==> src/rtl/branch_pc_sequencer.sv <==
// Program-counter sequencer: owns the fetch PC, redirects on taken BLT/BGE
// branches, masks wrong-path fetches for FLUSH_CYCLES and counts taken branches.
module branch_pc_sequencer #(
  parameter logic [63:0] RESET_PC     = 64'h0,
  parameter int unsigned PC_STEP      = 4,
  parameter int unsigned FLUSH_CYCLES = 2
) (
  input  logic        clk,
  input  logic        reset,
  input  logic        Stall,
  input  logic        Branch,
  input  logic        BLT,
  input  logic        BGE,
  input  logic [63:0] Imm,
  output logic [63:0] PC_Out,
  output logic        Valid_Out,
  output logic        Flush,
  output logic [31:0] Taken_Count
);

  typedef enum logic [1:0] {
    S_BOOT  = 2'd0,
    S_RUN   = 2'd1,
    S_FLUSH = 2'd2
  } state_t;

  state_t      r_state;
  state_t      w_state_nxt;
  logic [3:0]  r_flush_cnt;
  logic [3:0]  w_flush_cnt_nxt;
  logic [63:0] r_pc;
  logic [63:0] w_pc_nxt;
  logic [31:0] r_taken_count;
  logic [31:0] w_taken_count_nxt;
  logic        r_valid;
  logic        r_flush;
  logic        w_taken;
  logic [63:0] w_pc_seq;
  logic [63:0] w_pc_tgt;

  // Offset is in halfwords; the shift drops Imm[63] and keeps two's complement.
  assign w_taken  = Branch & (BLT | BGE);
  assign w_pc_seq = r_pc + 64'(PC_STEP);
  assign w_pc_tgt = r_pc + {Imm[62:0], 1'b0};

  // Next-state, next-PC, flush counter and saturating taken counter.
  always_comb begin
    w_state_nxt       = r_state;
    w_flush_cnt_nxt   = r_flush_cnt;
    w_pc_nxt          = r_pc;
    w_taken_count_nxt = r_taken_count;
    if (!Stall) begin
      case (r_state)
        S_BOOT: begin
          w_state_nxt = S_RUN;
        end
        S_RUN: begin
          if (w_taken) begin
            w_pc_nxt        = w_pc_tgt;
            w_flush_cnt_nxt = 4'(FLUSH_CYCLES);
            w_state_nxt     = S_FLUSH;
            if (r_taken_count != 32'hFFFF_FFFF) begin
              w_taken_count_nxt = r_taken_count + 32'd1;
            end else begin
              w_taken_count_nxt = r_taken_count;
            end
          end else begin
            w_pc_nxt = w_pc_seq;
          end
        end
        S_FLUSH: begin
          w_pc_nxt        = w_pc_seq;
          w_flush_cnt_nxt = r_flush_cnt - 4'd1;
          if (r_flush_cnt == 4'd1) begin
            w_state_nxt = S_RUN;
          end else begin
            w_state_nxt = S_FLUSH;
          end
        end
        default: begin
          w_state_nxt     = S_BOOT;
          w_flush_cnt_nxt = 4'd0;
        end
      endcase
    end else begin
      w_state_nxt = r_state;
    end
  end

  // State registers; status flags are registered from the next state.
  always_ff @(posedge clk or negedge reset) begin
    if (!reset) begin
      r_state       <= S_BOOT;
      r_flush_cnt   <= 4'd0;
      r_pc          <= RESET_PC;
      r_taken_count <= 32'd0;
      r_valid       <= 1'b0;
      r_flush       <= 1'b0;
    end else begin
      r_state       <= w_state_nxt;
      r_flush_cnt   <= w_flush_cnt_nxt;
      r_pc          <= w_pc_nxt;
      r_taken_count <= w_taken_count_nxt;
      r_valid       <= (w_state_nxt == S_RUN);
      r_flush       <= (w_state_nxt == S_FLUSH);
    end
  end

  assign PC_Out      = r_pc;
  assign Valid_Out   = r_valid;
  assign Flush       = r_flush;
  assign Taken_Count = r_taken_count;

endmodule

==> config.mk <==
export PLATFORM = sky130hd
export DESIGN_NAME = branch_pc_sequencer
export DESIGN_NICKNAME = d
export VERILOG_FILES = /design/src/rtl/branch_pc_sequencer.sv
export SDC_FILE = /design/constraint.sdc
export NUM_CORES = 1
export LEC_CHECK = 0
export BUFFER_PORTS_ARGS = -buffer_cell sky130_fd_sc_hd__clkbuf_2
export CORE_UTILIZATION = 46
export CTS_CLUSTER_DIAMETER = 150
export DETAILED_ROUTE_END_ITERATION = 8
export PLACE_DENSITY = 0.7
export SETUP_SLACK_MARGIN = 0.1
export SLEW_MARGIN = 40
export SYNTH_ARGS = -nofsm -noshare
export SYNTH_HDL_FRONTEND = slang
export SYNTH_SLANG_ARGS = --single-unit
==> constraint.sdc <==
create_clock -name clk -period 2.8 [get_ports clk]
set_input_delay 0.56 -clock clk [delete_from_list [all_inputs] [get_ports clk]]
set_output_delay 0.56 -clock clk [all_outputs]
set_load 0.005 [all_outputs]
==> metrics, run 1 <==
synthesized instance count 1258; failing checks negative setup slack; Max rail drop VDD 0.648 mV; Final setup viols 17; number of fill cells in the layout 1633; clk sinks 103; Placed Instances 1917; reg2reg start PC_Out[15]; Fin Hold WS 0.237 ns; CP max stage delay 0.58 ns; Distinct cells, synth 72; Via Count 12.0k; fmax 321 MHz; initial antenna violation count 0; Pre-antenna DRT Iters 5; EDFF count, synth 0; worst clock skew 0.0116 ns; Die W 146 um; post-DP HPWL 27700 um; clk root buf clkbuf_16; Startpoint Class register; register area 2580 um2; gr busiest metal met2; worst hold path class in -> async; Netlist Area Pre-Place 9600 um2; remaining global-route overflow 0; Power, Total 0.0159 W; input/output buffers 165; Worst Path Class, Setup reg -> reg; DR WL/cell 19.0 um; all-layer global routing usage 0.339; asr flop ratio synth 1.00; PwrDens 1120 nW/um2; Final GP Congestion 0.993; FF+latch count, synth 103; layout net count 1823; Top FF cell, synth dfrtp_1; share of cells above drive strength 1 0.381; RSZ-0062 raised after global routing yes; Area growth syn-to-layout 47.3%; Reg clk slew, reported paths 0.08 ns; Final Cycle Share 1.11; critical path endpoint category register; Avg Vias per Cell 6.12; Setup TNS -2.01 ns; Core Util, Final 0.694; Die Footprint 21400 um2; Worst Path Arrival 3.34 ns; status complete, but fails checks; CTS tree done; Hold Fails Final Rpt 0; global-route track usage on met2 0.523; Seq/Total Area, Yosys 0.269; vias in the first global route 11.4k; Routed Antenna Nets 0; first-pass GRT wire length 58200 um; 1st-iter DRT viols 1247; worst setup slack after layout -0.317 ns; GR met1 Demand/Resource 0.465; Synth Area per Inst 7.63 um2; final WL 37100 um; Post-Layout Cell Count 1956; TritonCTS Buffers 9; worst-path maximum fanout 5; cell with the most instances after synthesis a21oi_1; Site Rows 52; Slew Limit Fails 0; CP max-delay cell or4_4; Crit. Startpoint PC_Out[15]; antenna cells 0; io pins 168; post-route minimum period 3.12 ns; Synth top cells by count a21oi_1, nand2_1, dfrtp_1, o21ai_0, nor2_1; multi-input logic area 7560 um2; Worst-Skew Late Latency 0.37 ns; Starting Density 0.471; Ys Warns 0; Crit path required time 3.02 ns; Synth Net Count 1400; global routing met3 resource utilization 0.0553; ranking of synthesized cells by area dfrtp_1, ha_1, a21oi_1, o21ai_0, nand2_1; CTS Hold Bufs 0; CP most frequent cell or4_4; Max-Cap Viols 0; critical-path cell list and4_4 -> nand4_4 -> or4_4 -> or3_4 -> or4_4 -> and3_4 -> o21a_1 -> a2111oi_2 -> o2111ai_1; max_slew headroom 0.522; largest area contributor in the netlist dfrtp_1; Core Area 20400 um2; largest net degree at the start of global routing 63; CTS HTree Levels 3; top cell type's share of synthesized area 0.269; Residual DRC 0; Tightest Pin Transition 0.716 ns; Clock Tree Buf Depth 2; P_leak 6.42 nW; Die Ht 146 um
## where the power goes
group	leakage (nW)	total [W]	internal, W	switching, W
sequential	1.26	0.00262	0.00201	0.000611
clock	0.141	0.00131	0.000633	0.000677
combinational	5.03	0.0120	0.00556	0.00639
## layer usage
metal / vias to the layer above / share of wire
li1: 5545 / -
met1: 5647 / 0.43
met2: 662 / 0.44
met3: 119 / 0.090
met4: 0 / 0.039
met5: - / 0
## cell type report
type	count	share of cell area
Clock buffer	10	0.0162
Sequential cell	103	0.183
Timing Repair Buffer	474	0.229
Multi-Input combinational cell	1058	0.535
Inverter	35	0.00929
Tap cell	270	0.0239
Clock inverter	6	0.00434
## sequential cells by signal, indices dropped and copies added, names as in the netlist
name	cells
r_state	2
Taken_Count	32
Flush	1
Valid_Out	1
PC_Out	63
r_flush_cnt	4
## placed cells by master (no fill, tap or decap), types with 9 or more instances in the layout
master       n
a21o_1      32
a21oi_1    147
a21oi_2     17
a31oi_1     14
and2_1      13
and3_1      19
and4_1       9
buf_4      293
buf_6       14
clkbuf_16    9
clkbuf_2   164
dfrtp_1    100
ha_1        57
ha_4        12
inv_1       34
nand2_1    115
nand3_1     55
nand4_1     40
nor2_1      91
nor3_1      34
o21a_1      10
o21ai_0     71
o21ai_1     20
o21ai_2     12
o21bai_1    13
o22ai_1     20
xnor2_1     41
xor2_1      25
## logic make-up after synthesis
family	count (synthesis)	synth area share
and+or+nand+nor	455	0.238
AOI/OAI and AO/OA	447	0.284
DFF	103	0.269
buffers and inverters	97	0.0385
xor gates and xnor gates	76	0.0694
adders and majority gates	72	0.0946
muxes	7	0.00756
other	1	0.000391
## stage by stage
step	cell area, um2	worst slack, ns
floorplan	9840	-0.298
global placement	12900	-0.539
detailed placement	12900	-0.626
CTS	13600	-0.241
global route	14100	-0.420
finish	14100	-0.317
## what timing repair did
| item | CTS | global route |
|---|---|---|
| hold endpoints to repair | 0 | 0 |
| gates resized for setup | 73 | 95 |
| pin swaps | 47 | 67 |
| endpoints found under the setup margin | 39 | 51 |
| setup buffers | 12 | 17 |
## path summary, 6_finish.rpt
| path | cells after the start | endpoint | slack (ns) |
|---|---|---|---|
| min in group clk | 1 | Taken_Count[21] | 0.50 |
| worst min register to register | 1 | Taken_Count[21] | 0.50 |
| worst max register to register | 9 | PC_Out[63] | -0.32 |
| worst max-delay path | 9 | PC_Out[63] | -0.32 |
| worst min-delay path | 1 | PC_Out[51] | 0.24 |
| max in group asynchronous | 2 | PC_Out[16] | 1.96 |
## worst max-delay path: cells and delay by family (launching register included)
| family | cells | cell delay, ns |
|---|---|---|
| AND/OR/NAND/NOR | 6 | 1.97 |
| AO/OA/AOI/OAI | 3 | 0.59 |
| flip-flops | 1 | 0.41 |
No activity file was read; power rests on OpenSTA's default activity.
==> run 2: changes to the inputs <==
Settings changed: SETUP_SLACK_MARGIN 0.1 to 0.02.
==> run 2 against run 1 <==
Global-route usage decreased by 0.67 points. Critical path type unchanged. Power rose by 2.5%. Hold slack got worse by 0.075 ns. Combinational power barely moved. The flow still finishes with violations (negative setup slack). Final cell count is 1.3% higher. Wire length grew 0.20%. Critical path depth unchanged. Design area grew 2.4%. Die area unchanged. Clock power is 6% higher.
==> metrics, run 2 (same netlist as run 1, synthesis figures left out) <==
r2r setup slk -0.34 ns; layout net count 1849; 1st-iter DRT viols 1010; Largest register FFs 63; first-pass GRT wire length 57100 um; R2R Path End PC_Out[63]; all-layer global routing usage 0.332; DR WL/cell 18.8 um; Crit. Startpoint PC_Out[8]; Reg clk slew, reported paths 0.09 ns; clk sinks 103; largest net degree at the start of global routing 53; status complete, but fails checks; failing checks negative setup slack; post-route minimum period 3.14 ns; Max-Cap Viols 0; fmax 319 MHz; clk root buf clkbuf_16; Die Ht 146 um; Final GP Congestion 0.966; final WL 37200 um; Final Cycle Share 1.12; Fin Hold WS 0.162 ns; max_slew headroom 0.572; PwrDens 1120 nW/um2; Routed Antenna Nets 0; Worst Path Arrival 3.37 ns; share of cells above drive strength 1 0.388; Worst-Skew Late Latency 0.37 ns; reg2reg start PC_Out[8]; Die W 146 um; Tightest Pin Transition 0.636 ns; Hold Fails Final Rpt 0; RSZ-0062 raised after global routing yes; Slew Limit Fails 0; Max rail drop VDD 0.529 mV; CTS HTree Levels 3; Setup TNS -2.60 ns; Power, Total 0.0163 W; Starting Density 0.471; crit path to PC_Out[63]; Worst Path Class, Setup reg -> reg; TritonCTS Buffers 9; Worst R2R Path Depth 9; antenna cells 0; Via Count 12.0k; P_leak 6.60 nW; critical path endpoint category register; io pins 168; Avg Vias per Cell 6.03; Crit path required time 3.03 ns; Core Util, Final 0.711; Pre-antenna DRT Iters 5; worst clock skew 0.0114 ns; input/output buffers 165; vias in the first global route 11.4k; initial antenna violation count 0; Clock Tree Buf Depth 2; Startpoint Class register; most frequent cells in the layout buf_4, clkbuf_2, a21oi_1, nand2_1, dfrtp_1; Post-Layout Cell Count 1982; Core Area 20400 um2; CTS tree done; CTS Hold Bufs 0; most common cell after layout, fill and taps aside buf_4; Residual DRC 0; Die Footprint 21400 um2; remaining global-route overflow 0; Placed Instances 1919; post-DP HPWL 26900 um; Final setup viols 26; Area growth syn-to-layout 50.8%; worst hold path class in -> async; worst setup slack after layout -0.337 ns; Site Rows 52; worst-path maximum fanout 3
==> run 2: critical path, stage by stage (launching register included) <==
cell       delay (ns)
dfrtp_1          0.41
and4_1           0.25
nand4_1          0.17
or4_4            0.56
or3_4            0.36
or4_4            0.50
and3_4           0.19
o21a_1           0.19
a2111oi_2        0.20
o2111ai_1        0.15
==> run 2: layout make-up <==
type	instances	area, um2
Clock inverter	7	96.3
Timing Repair Buffer	500	3490
Tap cell	270	338
Inverter	35	131
Clock buffer	9	225
Fill cell	1629	5890
Sequential cell	103	2580
Multi-Input combinational cell	1058	7610
==> run 2: how the worst min path moves through the flow <==
stage | from | endpoint | depth (start not counted)
after floorplan | reset | Flush | 0
after global placement | Taken_Count[27] | Taken_Count[27] | 1
after detailed placement | Taken_Count[17] | Taken_Count[17] | 1
after CTS | reset | r_state[0] | 1
after global routing | reset | r_state[0] | 1
final | reset | r_state[0] | 1
==> run 2: repair_timing <==
item	CTS	global route
resized for setup	85	104
pin swaps	50	67
cloned	0	0
setup endpoints to repair	36	41
setup buffers	26	27
==> run 2: per-layer routing <==
| metal | track usage | routed length, um |
|---|---|---|
| met1 | 0.426 | 15200 |
| met2 | 0.544 | 17400 |
| met3 | 0.0631 | 3170 |
| met4 | 0.141 | 1450 |
| met5 | 0.00455 | 0 |
==> run 2: power by group <==
| group | internal, W | total [W] | leakage [nW] | switching, W |
|---|---|---|---|---|
| clock | 0.000655 | 0.00139 | 0.155 | 0.000737 |
| combinational | 0.00584 | 0.0123 | 5.19 | 0.00648 |
| sequential | 0.00201 | 0.00257 | 1.26 | 0.000558 |
==> run 2: stage by stage <==
stage	setup WS, ns	area [um2]
floorplan	-0.298	9790
global placement	-0.567	12900
detailed placement	-0.626	12900
CTS	-0.291	13800
global route	-0.414	14500
finish	-0.337	14500
